--- src/rtl/tt_defs.sv ---
// Shared definitions for the DL11 console master: register offsets inside
// the DL11 block, default console base address, CSR bit positions and the
// master state encoding.
package tt_defs;

    localparam logic [12:0] TT_CONSOLE_BASE  = 13'o17560;

    localparam logic [12:0] TT_TTI_CSR_OFF   = 13'd0;
    localparam logic [12:0] TT_TTI_DATA_OFF  = 13'd2;
    localparam logic [12:0] TT_TTO_CSR_OFF   = 13'd4;
    localparam logic [12:0] TT_TTO_DATA_OFF  = 13'd6;

    localparam int TT_CSR_READY      = 7;
    localparam int TT_CSR_INT_ENABLE = 6;

    typedef enum logic [2:0] {
        ST_IDLE     = 3'd0,
        ST_RX_CSR   = 3'd1,
        ST_RX_DATA  = 3'd2,
        ST_TX_CSR   = 3'd3,
        ST_TX_DATA  = 3'd4,
        ST_INIT_TTI = 3'd5,
        ST_INIT_TTO = 3'd6
    } tt_state_e;

    typedef enum logic {
        TT_LAST_RX = 1'b0,
        TT_LAST_TX = 1'b1
    } tt_last_e;

endpackage

--- src/rtl/tt_hold_reg.sv ---
// One-entry byte holding register. A byte is captured only while empty and
// released only while full, so load and unload never need arbitration.
module tt_hold_reg (
    input  logic       clk,
    input  logic       reset,
    input  logic       load,
    input  logic [7:0] load_data,
    input  logic       unload,
    output logic       full,
    output logic [7:0] data
);

    logic       full_r;
    logic [7:0] data_r;

    // Capture when empty, drop when consumed; reset discards any held byte.
    always_ff @(posedge clk or negedge reset) begin
        if (!reset) begin
            full_r <= 1'b0;
            data_r <= 8'h00;
        end else if (full_r) begin
            if (unload) begin
                full_r <= 1'b0;
            end
        end else if (load) begin
            full_r <= 1'b1;
            data_r <= load_data;
        end
    end

    assign full = full_r;
    assign data = data_r;

endmodule

--- src/rtl/tt_console_master.sv ---
// Polling iopage initiator for a DL11 console register block. Moves one tx
// byte from the host into TTO data and one byte from TTI data to the host,
// alternating RX and TX polls so neither direction starves.
// Optional build macro: TT_MASTER_INIT_EN -- when defined, both CSRs are
// written with 0 once after reset (interrupt enables cleared) before polling.
module tt_console_master
    import tt_defs::*;
#(
    parameter logic [12:0] BASE     = TT_CONSOLE_BASE,
    parameter int unsigned POLL_GAP = 4
) (
    input  logic        clk,
    input  logic        reset,
    output logic [12:0] iopage_addr,
    output logic [15:0] data_out,
    input  logic [15:0] data_in,
    output logic        iopage_rd,
    output logic        iopage_wr,
    output logic        iopage_byte_op,
    input  logic        tx_valid,
    input  logic [7:0]  tx_data,
    output logic        tx_ready,
    output logic        rx_valid,
    output logic [7:0]  rx_data,
    input  logic        rx_ready,
    output logic        busy
);

    localparam logic [7:0] GAP_RELOAD = 8'(POLL_GAP);

`ifdef TT_MASTER_INIT_EN
    localparam tt_state_e RESET_STATE = ST_INIT_TTI;
`else
    localparam tt_state_e RESET_STATE = ST_IDLE;
`endif

    tt_state_e   state_r;
    logic [7:0]  gap_r;
    tt_last_e    last_r;

    logic        tx_full_s;
    logic [7:0]  tx_byte_s;
    logic        tx_ready_s;
    logic        rx_full_s;
    logic [7:0]  rx_byte_s;

    logic        rd_s;
    logic        wr_s;
    logic [12:0] addr_s;
    logic [15:0] dout_s;

`ifdef TT_MASTER_INIT_EN
    assign tx_ready_s = ~tx_full_s & (state_r != ST_INIT_TTI) & (state_r != ST_INIT_TTO);
`else
    assign tx_ready_s = ~tx_full_s;
`endif

    tt_hold_reg u_tx_hold (
        .clk       (clk),
        .reset     (reset),
        .load      (tx_valid & tx_ready_s),
        .load_data (tx_data),
        .unload    (state_r == ST_TX_DATA),
        .full      (tx_full_s),
        .data      (tx_byte_s)
    );

    tt_hold_reg u_rx_hold (
        .clk       (clk),
        .reset     (reset),
        .load      (state_r == ST_RX_DATA),
        .load_data (data_in[7:0]),
        .unload    (rx_ready),
        .full      (rx_full_s),
        .data      (rx_byte_s)
    );

    // Poll sequencer: gap countdown, round-robin arbitration, CSR ready tests.
    always_ff @(posedge clk or negedge reset) begin
        if (!reset) begin
            state_r <= RESET_STATE;
            gap_r   <= GAP_RELOAD;
            last_r  <= TT_LAST_TX;
        end else begin
            case (state_r)
                ST_IDLE: begin
                    if (gap_r != 8'd0) begin
                        gap_r <= gap_r - 8'd1;
                    end else if (!rx_full_s && ((last_r == TT_LAST_TX) || !tx_full_s)) begin
                        state_r <= ST_RX_CSR;
                        last_r  <= TT_LAST_RX;
                        gap_r   <= GAP_RELOAD;
                    end else if (tx_full_s) begin
                        state_r <= ST_TX_CSR;
                        last_r  <= TT_LAST_TX;
                        gap_r   <= GAP_RELOAD;
                    end
                end
                ST_RX_CSR:  state_r <= data_in[TT_CSR_READY] ? ST_RX_DATA : ST_IDLE;
                ST_RX_DATA: state_r <= ST_IDLE;
                ST_TX_CSR:  state_r <= data_in[TT_CSR_READY] ? ST_TX_DATA : ST_IDLE;
                ST_TX_DATA: state_r <= ST_IDLE;
`ifdef TT_MASTER_INIT_EN
                ST_INIT_TTI: state_r <= ST_INIT_TTO;
                ST_INIT_TTO: state_r <= ST_IDLE;
`endif
                default:    state_r <= ST_IDLE;
            endcase
        end
    end

    // Bus strobes, address and write data decoded from the current state; all quiet in reset.
    always_comb begin
        rd_s   = 1'b0;
        wr_s   = 1'b0;
        addr_s = 13'd0;
        dout_s = 16'h0000;
        if (reset) begin
            case (state_r)
                ST_RX_CSR: begin
                    rd_s   = 1'b1;
                    addr_s = BASE + TT_TTI_CSR_OFF;
                end
                ST_RX_DATA: begin
                    rd_s   = 1'b1;
                    addr_s = BASE + TT_TTI_DATA_OFF;
                end
                ST_TX_CSR: begin
                    rd_s   = 1'b1;
                    addr_s = BASE + TT_TTO_CSR_OFF;
                end
                ST_TX_DATA: begin
                    wr_s   = 1'b1;
                    addr_s = BASE + TT_TTO_DATA_OFF;
                    dout_s = {8'h00, tx_byte_s};
                end
`ifdef TT_MASTER_INIT_EN
                ST_INIT_TTI: begin
                    wr_s   = 1'b1;
                    addr_s = BASE + TT_TTI_CSR_OFF;
                end
                ST_INIT_TTO: begin
                    wr_s   = 1'b1;
                    addr_s = BASE + TT_TTO_CSR_OFF;
                end
`endif
                default: begin
                    rd_s   = 1'b0;
                    wr_s   = 1'b0;
                end
            endcase
        end else begin
            rd_s   = 1'b0;
            wr_s   = 1'b0;
            addr_s = 13'd0;
            dout_s = 16'h0000;
        end
    end

    assign iopage_rd      = rd_s;
    assign iopage_wr      = wr_s;
    assign iopage_addr    = addr_s;
    assign data_out       = dout_s;
    assign iopage_byte_op = 1'b0;
    assign tx_ready       = tx_ready_s;
    assign rx_valid       = rx_full_s;
    assign rx_data        = rx_byte_s;
    assign busy           = (state_r != ST_IDLE) | tx_full_s | rx_full_s;

endmodule

--- config.mk ---
export PLATFORM = sky130hd
export DESIGN_NAME = tt_console_master
export DESIGN_NICKNAME = d
export VERILOG_FILES = /design/src/rtl/tt_defs.sv /design/src/rtl/tt_hold_reg.sv /design/src/rtl/tt_console_master.sv
export SDC_FILE = /design/constraint.sdc
export NUM_CORES = 1
export LEC_CHECK = 0
export CAP_MARGIN = 10
export CORE_AREA = 2 2 84 54
export DETAILED_ROUTE_END_ITERATION = 10
export DIE_AREA = 0 0 86 56
export PLACE_DENSITY = 0.75
export SLEW_MARGIN = 0
export SYNTH_ARGS = -nofsm -noshare
export SYNTH_HDL_FRONTEND = slang
export SYNTH_SLANG_ARGS = --single-unit
export TNS_END_PERCENT = 10
--- constraint.sdc ---
create_clock -name clk -period 2.3 [get_ports clk]
set_input_delay 0.46 -clock clk [delete_from_list [all_inputs] [get_ports clk]]
set_output_delay 0.46 -clock clk [all_outputs]
set_load 0.03 [all_outputs]
==> flow_summary.yaml <==
critical_path:
  worstPathCellList: "or3_1, or3_1, dlygate4sd2_1"
  cp_max_fo: 2
  crit_path_end_kind: "output port"
  crit_top_cell: "or3_1"
  max_stage_delay_ns: 0.41
  cp-start-kind: "register"
  crit_type: "register to output port"
  required_ns: 1.84
  cp_slowest_cell: "or3_1"
  crit_arrival_ns: 1.77
global_route:
  overflow: 0
  grt_pass1_wl_mm: 5.20
  grt_pass1_vias: 1058
  track_usage: 0.140
  grt_max_degree: 16
  antenna_found_initial: 0
route:
  drtAntennaViolNets: 0
  viasPerCell: 4.66
  wirelength_mm: 3.29
  first_pass_iters: 4
  wl_met2_mm: 1.39
  drt-initial-drc-count: 48
  vias: 1180
  wl_met1_mm: 1.58
  dr.max_layer_used: "met4"
  drc: 0
  met3WireLength_um: 296
  routedWlPerCell_um: 13.0
synth:
  synthCells: 146
  syn_avg_cell_area_um2: 11.1
  synth_top_family_by_area: "simple AND/OR/NAND/NOR gates"
  synth_flop_cell: "dfrtp_1"
  seq_area_frac_synth: 0.463
  synth_edf_count: 0
  synth-xor-area-share: 0.0108
  synth_fa_ha_area_frac: 0.0154
  yosys_warnings: 0
  ys_ff_latch: 30
  synth_cell_types: 39
  netlist_area_mm2: 0.00163
  muxShareOfSynthArea: 0.138
  synth_compound_area_frac: 0.0715
  synth-async-reset-ratio: 1.00
  synthSimpleGateAreaFrac: 0.185
run:
  drv_cap: 0
pwr:
  intPower_mw: 1.56
  p_leak_nw: 0.997
  pwr-share-clk: 0.172
  p_comb_frac: 0.449
  switching_share: 0.372
  pwr-share-seq: 0.379
  p_sw_mw: 0.925
  peakVddDrop_v: 0.000758
  power_density_mw_per_mm2: 1140
placement:
  place.port_buffers: 50
  place_area_mm2: 0.00210
  hpwlAfterDp_mm: 2.62
  gp_congestion: 0.840
sta:
  final.setup.tns_ns: 0
  slew_violations: 0
  tightest_slew_ns: 0.662
  fmax_ghz: 0.449
  setup_viol: 0
  period_share: 0.968
  rsz0062_at_grt: "no"
  period_minus_slack_ns: 2.23
  fin_skew_ns: 0.00806
  hold_viol: 0
  slew-limit-headroom: 0.557
clock_network:
  cts_inserted_buffers: 5
  tritoncts: "yes"
  clockBufferDepth: 2
  clock_latency_ns: 0.28
  clk_pin_slew_ns: 0.06
  cts_hold_buf: 0
  cts.sinks: 30
  h-tree-depth: 2
  root_buffer: "clkbuf_8"
cells_and_area:
  area_delta_synth_final_pct: 34.6
  antennaDiodeCount: 0
  nets: 232
  fin_area_mm2: 0.00219
  drive_above_1_share: 0.325
hold_path:
  hp-class: "register to register"
floorplanning:
  dieHeight_um: 56
  num_rows: 18
  start_util: 0.408
  die_w_um: 86
  ioPinCount: 71
  die_area_mm2: 0.00482
  fp.coreArea_mm2: 0.00399
status:
  outcome: "finished, final reports clean"
[placed cells by master (no fill, tap or decap), types with 2 or more instances in the layout]
master / count
dfstp_2: 2
nor2b_1: 5
xnor2_1: 2
clkdlybuf4s50_1: 29
conb_1: 12
and3_1: 3
nand3_1: 2
or3_1: 3
and2_1: 8
nand4_1: 3
nor3_1: 4
nand2_1: 4
o21ai_0: 5
nor2_1: 7
ha_1: 2
mux2_2: 19
inv_1: 4
buf_4: 32
nor3b_1: 2
clkbuf_8: 6
dfrtp_1: 28
a21o_1: 2
[per-layer routing]
layer | vias to the layer above | track usage
met2 | 51 | 0.187
met1 | 534 | 0.204
met3 | 4 | 0.0534
li1 | 591 | -
met4 | 0 | 0.0476
met5 | - | 0
[power groups by stage]
stage          Clock, mW  Sequential, mW  Combinational (mW)
2_1_floorplan          0            1.08               0.634
3_5_place_dp           0           0.950                1.13
5_1_grt            0.458           0.980                1.20
4_1_cts            0.441           0.946                1.13
3_3_place_gp           0           0.944                1.11
6_report           0.427           0.944                1.12
[through the flow]
stage,hold WS (ns),utilization,worst slack [ns],std cells,total power [mW]
global route,0.504,0.549,0.0136,253,2.64
CTS,0.476,0.549,0.0445,253,2.51
detailed placement,0.468,0.527,0.102,245,2.08
floorplan,0.164,-,0.288,157,1.71
global placement,0.469,0.527,0.133,245,2.06
finish,0.472,0.549,0.0737,253,2.49
[area by class of cell]
cell class / instances / area [um^2]
Inverter: 4 / 15.0
Timing Repair Buffer: 62 / 539
Fill cell: 392 / 1800
Clock inverter: 1 / 5.00
Clock buffer: 7 / 86.3
Tap cell: 50 / 62.6
Multi-Input combinational cell: 99 / 728
Sequential cell: 30 / 753
[synth_stat cells (3+ instances only)]
cell type,count,area (um^2)
o21ai_0,5,25.0
nor2_1,7,26.3
nor2b_1,5,31.3
nand2_1,4,15.0
nand4_1,3,18.8
inv_1,4,15.0
buf_4,19,143
and2_1,8,50.1
nor3_1,4,20.0
dfrtp_1,28,701
or3_1,3,18.8
and3_1,3,18.8
mux2_2,19,214
[registers in the layout (all words and copies together), names as in the netlist]
signal,flops
u_tx_hold.data,8
u_tx_hold.full,1
u_rx_hold.full,1
gap_r,8
last_r,1
u_rx_hold.data,8
state_r,3
[worst max-delay path: cells and delay by family, from the launching register on]
family / cells / cell delay (ns)
flops: 1 / 0.38
buf+inv: 1 / 0.37
simple gates: 2 / 0.75
[what timing repair did]
action	4_1_cts	5_1_grt
setup endpoints to repair	1	0
gates resized for setup	1	0
buffers inserted	0	0
[logic make-up (layout without fill, tap and decap cells)]
family / count (synthesis) / in the layout
XOR/XNOR: 2 / 2
multiplexers: 20 / 20
other: 1 / 12
buffers and inverters: 28 / 74
flip-flops: 30 / 30
adder cells (fa/ha/maj): 2 / 2
AND/OR/NAND/NOR: 47 / 47
AO/OA/AOI/OAI: 16 / 16
[worst paths after layout]
kind / startpoint / to / slack (ns) / cells past startpoint
worst max-delay path: state_r[1] / busy / 0.07 / 3
worst min-delay path: last_r / last_r / 0.47 / 2
worst max register to register: gap_r[0] / gap_r[1] / 0.58 / 5
worst min register to register: last_r / last_r / 0.47 / 2
max in group asynchronous: reset / gap_r[3] / 1.44 / 3
min in group asynchronous: reset / u_tx_hold.data[4] / 0.57 / 2
Power figures use the tool's default switching activity.
